<file path="src/rtl/replica_timing_monitor_pkg.sv">
// Shared types and helpers for the replica timing monitor.
package timing_mon_pkg;

  // Measurement controller states
  typedef enum logic [1:0] {
    IDLE    = 2'd0,
    LAUNCH  = 2'd1,
    CAPTURE = 2'd2,
    CHECK   = 2'd3
  } state_t;

  // One sample occupies LAUNCH, CAPTURE and CHECK
  localparam int CYCLES_PER_SAMPLE = 3;

  // Inverter count from the chain input to tap k
  function automatic int tap_len(input int k, input int base, input int step);
    return base + k * step;
  endfunction

endpackage

</file>
<file path="src/rtl/replica_timing_monitor_if.sv">
// Control/status bundle between a host and the replica timing monitor.
interface replica_timing_monitor_if #(
  parameter int SEL_W = 3,
  parameter int WIN_W = 12,
  parameter int CNT_W = 12
);

  logic             enable_i;
  logic [SEL_W-1:0] tap_sel_i;
  logic [WIN_W-1:0] window_i;
  logic [CNT_W-1:0] thresh_i;
  logic             alarm_clr_i;
  logic             fault_inject_i;
  logic             busy_o;
  logic             done_o;
  logic [CNT_W-1:0] err_count_o;
  logic             alarm_o;

  // Host side: drives the controls, observes status
  modport master (
    output enable_i, tap_sel_i, window_i, thresh_i, alarm_clr_i, fault_inject_i,
    input  busy_o, done_o, err_count_o, alarm_o
  );

  // Monitor side
  modport slave (
    input  enable_i, tap_sel_i, window_i, thresh_i, alarm_clr_i, fault_inject_i,
    output busy_o, done_o, err_count_o, alarm_o
  );

endinterface

</file>
<file path="src/rtl/replica_timing_monitor_tap_chain.sv">
// Tap-selectable inverter chain used as a critical-path delay replica.
// Every tap sits an even number of inversions from the input, so each tap
// follows the launch value once the chain has settled.
module replica_tap_chain
  import timing_mon_pkg::*;
#(
  parameter int BASE_STAGES = 188,
  parameter int TAP_STEP    = 8,
  parameter int NUM_TAPS    = 8
) (
  input  logic                        clk,
  input  logic                        rst,
  input  logic                        launch,
  input  logic                        sel_load,
  input  logic [$clog2(NUM_TAPS)-1:0] sel,
  output logic                        tap
);

  localparam int LONGEST = tap_len(NUM_TAPS - 1, BASE_STAGES, TAP_STEP);

  // Chain nets are preserved so synthesis keeps the full inverter count
  (* keep = "true", dont_touch = "true" *) logic [LONGEST:0] node;
  logic [NUM_TAPS-1:0]         taps;
  logic [$clog2(NUM_TAPS)-1:0] tap_q;

  // Ripple the launch value through LONGEST inverters
  always_comb begin
    node    = '0;
    node[0] = launch;
    for (int i = 0; i < LONGEST; i++) begin
      node[i+1] = ~node[i];
    end
  end

  for (genvar k = 0; k < NUM_TAPS; k++) begin : g_tap
    assign taps[k] = node[tap_len(k, BASE_STAGES, TAP_STEP)];
  end

  // Tap select is latched once per window so mid-window changes are ignored
  always_ff @(posedge clk) begin
    if (rst) begin
      tap_q <= '0;
    end else if (sel_load) begin
      tap_q <= sel;
    end
  end

  assign tap = taps[tap_q];

endmodule

</file>
<file path="src/rtl/replica_timing_monitor.sv">
// Timing-margin sensor: launches transitions into a delay replica, captures
// the replica output one clock later and counts late arrivals per window.
// A sticky alarm is raised when a window's error count reaches a threshold.
module replica_timing_monitor
  import timing_mon_pkg::*;
#(
  parameter int BASE_STAGES = 188,
  parameter int TAP_STEP    = 8,
  parameter int NUM_TAPS    = 8,
  parameter int WIN_W       = 12,
  parameter int CNT_W       = 12
) (
  input logic                     clk_i,
  input logic                     rst_i,
  replica_timing_monitor_if.slave bus
);

  state_t           state_q, state_d;
  logic             launch_q, capture_q;
  logic [WIN_W-1:0] win_rem_q, rem_next;
  logic [CNT_W-1:0] run_cnt_q, cnt_next, err_count_q;
  logic             done_q, alarm_q;
  logic             tap_out;
  logic             sample_err, alarm_set;
  logic             load_win, do_launch, do_capture, do_check, finish;

  // Error counter increments stick at all-ones
  function automatic logic [CNT_W-1:0] sat_inc(input logic [CNT_W-1:0] cnt,
                                               input logic inc);
    if (inc && (cnt != '1)) return cnt + 1'b1;
    return cnt;
  endfunction

  // A zero-length window still measures one sample
  function automatic logic [WIN_W-1:0] win_load(input logic [WIN_W-1:0] win);
    if (win == '0) return {{(WIN_W-1){1'b0}}, 1'b1};
    return win;
  endfunction

  replica_tap_chain #(
    .BASE_STAGES (BASE_STAGES),
    .TAP_STEP    (TAP_STEP),
    .NUM_TAPS    (NUM_TAPS)
  ) u_chain (
    .clk      (clk_i),
    .rst      (rst_i),
    .launch   (launch_q),
    .sel_load (load_win),
    .sel      (bus.tap_sel_i),
    .tap      (tap_out)
  );

  assign sample_err = capture_q ^ launch_q;
  assign cnt_next   = sat_inc(run_cnt_q, sample_err);
  assign rem_next   = win_rem_q - 1'b1;
  assign alarm_set  = finish && (bus.thresh_i != '0) && (cnt_next >= bus.thresh_i);

  // Next-state and per-state action strobes
  always_comb begin
    state_d    = state_q;
    load_win   = 1'b0;
    do_launch  = 1'b0;
    do_capture = 1'b0;
    do_check   = 1'b0;
    finish     = 1'b0;
    case (state_q)
      IDLE: begin
        if (bus.enable_i) begin
          load_win = 1'b1;
          state_d  = LAUNCH;
        end
      end
      LAUNCH: begin
        if (!bus.enable_i) begin
          state_d = IDLE;
        end else begin
          do_launch = 1'b1;
          state_d   = CAPTURE;
        end
      end
      CAPTURE: begin
        // Capture always completes; an abort is honoured in CHECK
        do_capture = 1'b1;
        state_d    = CHECK;
      end
      CHECK: begin
        if (!bus.enable_i) begin
          state_d = IDLE;
        end else begin
          do_check = 1'b1;
          if (rem_next == '0) begin
            finish  = 1'b1;
            state_d = IDLE;
          end else begin
            state_d = LAUNCH;
          end
        end
      end
      default: state_d = IDLE;
    endcase
  end

  // Controller state register
  always_ff @(posedge clk_i) begin
    if (rst_i) state_q <= IDLE;
    else       state_q <= state_d;
  end

  // Launch/capture flops and the per-window sample/error counters
  always_ff @(posedge clk_i) begin
    if (rst_i) begin
      launch_q  <= 1'b0;
      capture_q <= 1'b0;
      win_rem_q <= '0;
      run_cnt_q <= '0;
    end else begin
      if (do_launch)  launch_q  <= ~launch_q;
      if (do_capture) capture_q <= tap_out ^ bus.fault_inject_i;
      if (load_win) begin
        win_rem_q <= win_load(bus.window_i);
        run_cnt_q <= '0;
      end else if (do_check) begin
        win_rem_q <= rem_next;
        run_cnt_q <= cnt_next;
      end
    end
  end

  // Window result, completion pulse and sticky alarm (set beats clear)
  always_ff @(posedge clk_i) begin
    if (rst_i) begin
      err_count_q <= '0;
      done_q      <= 1'b0;
      alarm_q     <= 1'b0;
    end else begin
      done_q <= finish;
      if (finish)               err_count_q <= cnt_next;
      if (alarm_set)            alarm_q     <= 1'b1;
      else if (bus.alarm_clr_i) alarm_q     <= 1'b0;
    end
  end

  assign bus.busy_o      = (state_q != IDLE);
  assign bus.done_o      = done_q;
  assign bus.err_count_o = err_count_q;
  assign bus.alarm_o     = alarm_q;

endmodule

</file>
<file path="src/flat_wrapper.sv">
// flat-port wrapper written by rule: the top's interface ports become plain ports
module replica_timing_monitor_flat import timing_mon_pkg::*;
#(
  parameter int BASE_STAGES = 188,
  parameter int TAP_STEP    = 8,
  parameter int NUM_TAPS    = 8,
  parameter int WIN_W       = 12,
  parameter int CNT_W       = 12
)
  (clk_i, rst_i, bus_enable_i, bus_tap_sel_i, bus_window_i, bus_thresh_i, bus_alarm_clr_i, bus_fault_inject_i, bus_busy_o, bus_done_o, bus_err_count_o, bus_alarm_o);
  replica_timing_monitor_if #(.SEL_W(3), .WIN_W(WIN_W), .CNT_W(CNT_W)) bus_i ();
  input logic clk_i;
  input logic rst_i;
  input wire logic [$bits(bus_i.enable_i)-1:0] bus_enable_i;
  input wire logic [$bits(bus_i.tap_sel_i)-1:0] bus_tap_sel_i;
  input wire logic [$bits(bus_i.window_i)-1:0] bus_window_i;
  input wire logic [$bits(bus_i.thresh_i)-1:0] bus_thresh_i;
  input wire logic [$bits(bus_i.alarm_clr_i)-1:0] bus_alarm_clr_i;
  input wire logic [$bits(bus_i.fault_inject_i)-1:0] bus_fault_inject_i;
  output wire logic [$bits(bus_i.busy_o)-1:0] bus_busy_o;
  output wire logic [$bits(bus_i.done_o)-1:0] bus_done_o;
  output wire logic [$bits(bus_i.err_count_o)-1:0] bus_err_count_o;
  output wire logic [$bits(bus_i.alarm_o)-1:0] bus_alarm_o;
  assign bus_i.enable_i = bus_enable_i;
  assign bus_i.tap_sel_i = bus_tap_sel_i;
  assign bus_i.window_i = bus_window_i;
  assign bus_i.thresh_i = bus_thresh_i;
  assign bus_i.alarm_clr_i = bus_alarm_clr_i;
  assign bus_i.fault_inject_i = bus_fault_inject_i;
  assign bus_busy_o = bus_i.busy_o;
  assign bus_done_o = bus_i.done_o;
  assign bus_err_count_o = bus_i.err_count_o;
  assign bus_alarm_o = bus_i.alarm_o;
  replica_timing_monitor #(.BASE_STAGES(BASE_STAGES), .TAP_STEP(TAP_STEP), .NUM_TAPS(NUM_TAPS), .WIN_W(WIN_W), .CNT_W(CNT_W)) u_core (.clk_i(clk_i), .rst_i(rst_i), .bus(bus_i));
endmodule
</file>
<file path="config.mk">
export PLATFORM = sky130hd
export DESIGN_NAME = replica_timing_monitor_flat
export DESIGN_NICKNAME = d
export VERILOG_FILES = /design/src/rtl/replica_timing_monitor_pkg.sv /design/src/rtl/replica_timing_monitor_if.sv /design/src/rtl/replica_timing_monitor_tap_chain.sv /design/src/rtl/replica_timing_monitor.sv /design/src/flat_wrapper.sv
export SDC_FILE = /design/constraint.sdc
export NUM_CORES = 1
export LEC_CHECK = 0
export BUFFER_PORTS_ARGS = -buffer_cell sky130_fd_sc_hd__buf_2
export CELL_PAD_IN_SITES_DETAIL_PLACEMENT = 2
export CELL_PAD_IN_SITES_GLOBAL_PLACEMENT = 2
export CORE_MARGIN = 8
export CORE_UTILIZATION = 35
export CTS_CLUSTER_SIZE = 8
export DETAILED_ROUTE_END_ITERATION = 7
export PLACE_DENSITY_LB_ADDON = 0.1
export SLEW_MARGIN = 20
export SYNTH_ARGS = -nofsm -noshare
export SYNTH_HDL_FRONTEND = slang
export SYNTH_SLANG_ARGS = --single-unit
export TNS_END_PERCENT = 1
</file>
<file path="constraint.sdc">
create_clock -name clk_i -period 14.4 [get_ports clk_i]
set_input_delay 0.72 -clock clk_i [delete_from_list [all_inputs] [get_ports clk_i]]
set_output_delay 0.72 -clock clk_i [all_outputs]
set_load 0.1 [all_outputs]
</file>
==> flow_summary.yaml, run 1 <==
status:
  status: "complete, no violations"
critical_path:
  end_kind: "register"
  worstPathRequired_ns: 14.57
  worst-setup-path-type: "register to register"
  setup.worst_path.start: "u_core.run_cnt_q[0]$_SDFFE_PP0P_"
  worstPathCellList: "ha_1 -> and3_1 -> a41o_1 -> nor2_1 -> xor2_1 -> ha_1 -> a211o_1 -> a21oi_1 -> o31ai_1 -> a221oi_1 -> o41ai_2"
  cpMaxStageDelayCell: "dfxtp_1"
  max_stage_delay_ns: 0.43
  critPathArrivalTime_ns: 3.62
  start_kind: "register"
  critPathMostFrequentCell: "ha_1"
  r2r-start: "u_core.run_cnt_q[0]$_SDFFE_PP0P_"
  cp_max_fo: 8
cts:
  post_cts_buffers: 0
  clk_pin_slew_ns: 0.09
  max-clock-path-buffers: 2
  hold_buffers: 0
  clock_latency_ns: 0.30
  cts_buffers: 5
  cts.sinks: 42
  cts-root-buf: "clkbuf_8"
  cts-resized-gates: 0
  tritoncts: "done"
  htree_levels: 2
cells_and_area:
  antenna_cells: 0
  fin_area_um2: 3160
  multiInputGateArea_um2: 1790
  final_cell_mix: "43 x buf_2, 42 x dfxtp_1, 33 x nor2_1"
  seqCellArea_um2: 841
  layout_commonest_cell: "buf_2"
  final_nets: 416
  fin_cells: 472
  fill_cells: 940
  drive_gt1_frac: 0.186
  syn_to_final_growth_pct: 14.2
drt:
  first_pass_iters: 5
  vias: 2790
  route.detailed.drc: 0
  drtAntennaViolNets: 0
  drt_iter0_drc: 76
  detail_route.wl_per_cell_um: 19.7
  avgViaCountPerCell: 5.91
  wl_mm: 9.29
grt:
  grt_pass1_vias: 2964
  grt_max_degree: 24
  grt_use_total: 0.170
  grt-ovfl-total: 0
  grt_pass1_wl_mm: 15.4
  antenna_found_initial: 0
die:
  core_um2: 7690
  design.die.area_um2: 11000
  die-height_um: 105
  fp-row-count: 32
  die_w_um: 105
  initial_core_util: 0.360
  pin_count: 47
sta:
  grt_setup_unrepaired: "no"
  maxSlewViolCount: 0
  fin_skew_ns: 0.00386
  finalHoldViolCount: 0
  holdWs_ns: 0.467
  fmax_mhz: 290
  min_period_over_period: 0.239
  worstMarginPinSlew_ns: 0.715
  tns_ns: 0
  report.final.setup_viol: 0
  finalCriticalPeriod_ns: 3.44
  slew_headroom: 0.520
power:
  seq_power_share: 0.459
  ir_drop_mv: 0.0376
  p_leak_nw: 1.32
  switchingPower_w: 0.0000844
  total_power_w: 0.000275
  swShare: 0.307
  p_int_w: 0.000190
  clkPwrFrac: 0.355
  powerDensity_nw_per_um2: 86.8
  p_comb_frac: 0.186
place:
  place_area_um2: 3050
  io_buffer_count: 43
  dpl.cell_count: 464
  gp_congestion: 0.807
  hpwl_mm: 7.14
synthesis:
  synth_area_per_cell_um2: 8.31
  syn_inst: 333
  synth.net_count: 380
  syn_area_um2: 2770
  yosys_warnings: 0
flow_run:
  max_cap_violations: 0
hold_path:
  hp-start: "u_core.bus.err_count_o[9]$_SDFFE_PP0P_"
  holdCritPathClass: "register to register"
-- metal layers --
layer	track usage	vias up	wire length [µm]
li1	-	1329	-
met1	0.193	1394	4100
met2	0.306	51	4610
met3	0.0405	16	381
met4	0.0540	0	189
met5	0	-	0
-- metrics by stage --
stage	setup slack, ns	util
2_1_floorplan	11.56	-
4_1_cts	10.91	0.411
5_1_grt	10.66	0.411
3_5_place_dp	10.94	0.397
6_report	10.96	0.411
3_3_place_gp	10.98	0.397
-- state kept, by name (all words and copies together), names as in the netlist, named ones only --
register and flops:
u_core.run_cnt_q 12, u_core.bus.alarm_o 1, u_core.win_rem_q 12, u_core.bus.err_count_o 12, u_core.state_q 1, u_core.launch_q 1, u_core.capture_q 1, u_core.bus.done_o 1
-- worst max-delay path: cells and delay by family (launching register included) --
kind | cells | cell delay (ns)
xor gates and xnor gates | 1 | 0.39
and+or+nand+nor | 2 | 0.46
DFF | 1 | 0.43
AOI/OAI and AO/OA | 6 | 1.34
adders and majority gates | 2 | 0.70
-- final cells by class --
type,count,area share
inverter,16,0.0190
multi-input combinational,258,0.565
tap,102,0.0404
clock inverter,2,0.0119
clock buffer,6,0.0230
timing repair buffer,46,0.0752
sequential,42,0.266
-- power groups by stage --
stage | combinational (W) | clock [W] | sequential [W]
2_1_floorplan | 0.0000365 | 0 | 0.000125
3_3_place_gp | 0.0000494 | 0 | 0.000128
3_5_place_dp | 0.0000514 | 0 | 0.000128
4_1_cts | 0.0000519 | 0.000101 | 0.000126
5_1_grt | 0.0000565 | 0.000104 | 0.000127
6_report | 0.0000511 | 0.0000975 | 0.000126
-- worst paths after layout --
path / end / slack [ns] / cells after the start
max: u_core.bus.alarm_o$_SDFFE_PP0P_ / 10.96 / 11
min: u_core.bus.err_count_o[9]$_SDFFE_PP0P_ / 0.47 / 2
max reg2reg: u_core.bus.alarm_o$_SDFFE_PP0P_ / 10.96 / 11
min reg2reg: u_core.bus.err_count_o[9]$_SDFFE_PP0P_ / 0.47 / 2
(Power assumes the default switching activity.)
==> run 2, diff against run 1 <==
--- a/config.mk
+++ b/config.mk
@@ -5,11 +5,12 @@
 export SDC_FILE = /design/constraint.sdc
 export NUM_CORES = 1
 export LEC_CHECK = 0
+export ABC_AREA = 1
 export BUFFER_PORTS_ARGS = -buffer_cell sky130_fd_sc_hd__buf_2
 export CELL_PAD_IN_SITES_DETAIL_PLACEMENT = 2
 export CELL_PAD_IN_SITES_GLOBAL_PLACEMENT = 2
 export CORE_MARGIN = 8
-export CORE_UTILIZATION = 35
+export CORE_UTILIZATION = 34
 export CTS_CLUSTER_SIZE = 8
 export DETAILED_ROUTE_END_ITERATION = 7
 export PLACE_DENSITY_LB_ADDON = 0.1
==> constraint.sdc (replaced) <==
create_clock -name clk_i -period 3.5 [get_ports clk_i]
set_input_delay 0.175 -clock clk_i [delete_from_list [all_inputs] [get_ports clk_i]]
set_output_delay 0.175 -clock clk_i [all_outputs]
set_load 0.1 [all_outputs]
==> run 2 against run 1 <==
Against the previous run: final cell count grew 22%; clock power grew to 3.3 times the previous value; count of clock-buffer cells in the layout shrank 1; core utilization shrank 1.7 points; synthesized area grew 0.95%; highest routed layer unchanged.
==> flow_summary.yaml, run 2 <==
die:
  die-height_um: 107
  die_w_um: 107
  pin_count: 47
  design.die.area_um2: 11400
  core_um2: 8090
  initial_core_util: 0.345
  fp-row-count: 33
sta:
  worstMarginPinSlew_ns: 0.779
  tns_ns: 0
  fmax_mhz: 337
  grt_setup_unrepaired: "no"
  report.final.setup_viol: 0
  slew_headroom: 0.478
  finalHoldViolCount: 0
  maxSlewViolCount: 0
  fin_skew_ns: 0.0153
  finalCriticalPeriod_ns: 2.97
  min_period_over_period: 0.848
grt:
  grt_max_degree: 21
  met3_usage: 0.0318
  grt_util_met2: 0.301
  grt_use_total: 0.171
  grt_pass1_wl_mm: 15.8
  grt_busiest_layer: "met2"
  grt-ovfl-total: 0
  grt_pass1_vias: 3315
  grt_use_met1: 0.212
  antenna_found_initial: 0
cells_and_area:
  layout_commonest_cell: "nand2_1"
  final_cell_mix: "106 x nand2_1, 61 x inv_1, 53 x nor2_1"
  syn_to_final_growth_pct: 14.3
  seqCellArea_um2: 841
  post-route-util: 0.395
  antenna_cells: 0
  fin_area_um2: 3190
  drive_gt1_frac: 0.166
  final_nets: 518
  multiInputGateArea_um2: 1660
  fill_cells: 1041
drt:
  wl_mm: 9.34
  drtAntennaViolNets: 0
  first_pass_iters: 4
  route.detailed.drc: 0
  avgViaCountPerCell: 5.10
  vias: 2937
  detail_route.wl_per_cell_um: 16.2
  drt_iter0_drc: 50
synthesis:
  synth.net_count: 475
  syn_inst: 428
  syn_area_um2: 2790
  synth_area_per_cell_um2: 6.53
  yosys_warnings: 0
power:
  p_leak_nw: 1.53
  total_power_w: 0.00115
  ir_drop_mv: 0.157
  powerDensity_nw_per_um2: 359
cts:
  cts.sinks: 42
  clk_pin_slew_ns: 0.09
  max-clock-path-buffers: 2
  tritoncts: "done"
  htree_levels: 2
  hold_buffers: 0
  cts_buffers: 5
  cts-root-buf: "clkbuf_8"
  cts-resized-gates: 0
  post_cts_buffers: 0
  clock_latency_ns: 0.30
place:
  hpwl_mm: 7.53
  io_buffer_count: 43
  place_area_um2: 3120
  gp_congestion: 0.792
critical_path:
  critPathArrivalTime_ns: 3.17
  worstPathRequired_ns: 3.70
  start_kind: "register"
  end_kind: "register"
  worst-setup-path-type: "register to register"
  cp_max_fo: 17
status:
  status: "complete, no violations"
hold_path:
  holdCritPathClass: "input port to register"
flow_run:
  max_cap_violations: 0
==> run 2: final cells by class <==
| cell class | count | share of cell area |
|---|---|---|
| Inverter | 66 | 0.0776 |
| Tap cell | 105 | 0.0411 |
| Sequential cell | 42 | 0.263 |
| Multi-Input combinational cell | 310 | 0.519 |
| Clock buffer | 5 | 0.0215 |
| Clock inverter | 2 | 0.00313 |
| Timing Repair Buffer | 46 | 0.0744 |
==> run 2: metrics by stage <==
step	hold WS (ns)	std cells	setup slack, ns
2_1_floorplan	0.324	428	1.01
3_3_place_gp	0.434	569	0.643
3_5_place_dp	0.447	569	0.525
4_1_cts	0.110	576	0.494
5_1_grt	0.154	576	0.140
6_report	0.121	576	0.532
==> run 2: report_power, final <==
| part | switching, W | internal, W |
|---|---|---|
| Clock | 0.000184 | 0.000135 |
| Sequential | 0.0000184 | 0.000493 |
| Combinational | 0.000217 | 0.0000989 |
==> run 2: final timing paths <==
check	from	endpoint	slack (ns)	cells after the start
setup / recovery	u_core.run_cnt_q[0]$_SDFFE_PP0P_	u_core.bus.alarm_o$_SDFFE_PP0P_	0.53	17
hold / removal	bus_alarm_clr_i	u_core.bus.alarm_o$_SDFFE_PP0P_	0.12	3
setup reg to reg	u_core.run_cnt_q[0]$_SDFFE_PP0P_	u_core.bus.alarm_o$_SDFFE_PP0P_	0.53	17
hold reg to reg	u_core.bus.err_count_o[1]$_SDFFE_PP0P_	u_core.bus.err_count_o[1]$_SDFFE_PP0P_	0.48	2
==> run 2: worst max-delay path, cell delays in order, from the launching register on <==
cell and delay (ns):
dfxtp_1 0.40, ha_1 0.28, inv_1 0.06, nor2_1 0.23
nand3_1 0.13, nand2_1 0.10, inv_2 0.14, o21ai_0 0.43
inv_1 0.10, ha_1 0.30, a21oi_1 0.14, o21ai_0 0.09
nand2_1 0.06, o211ai_1 0.08, o21ai_0 0.16, inv_1 0.07
nand2_1 0.06, nand2_1 0.04
==> run 2: routing by layer <==
layer | vias up | routed length [µm]
met2 | 34 | 4560
met5 | - | 0
met1 | 1439 | 4430
met4 | 0 | 77
li1 | 1457 | -
met3 | 7 | 275
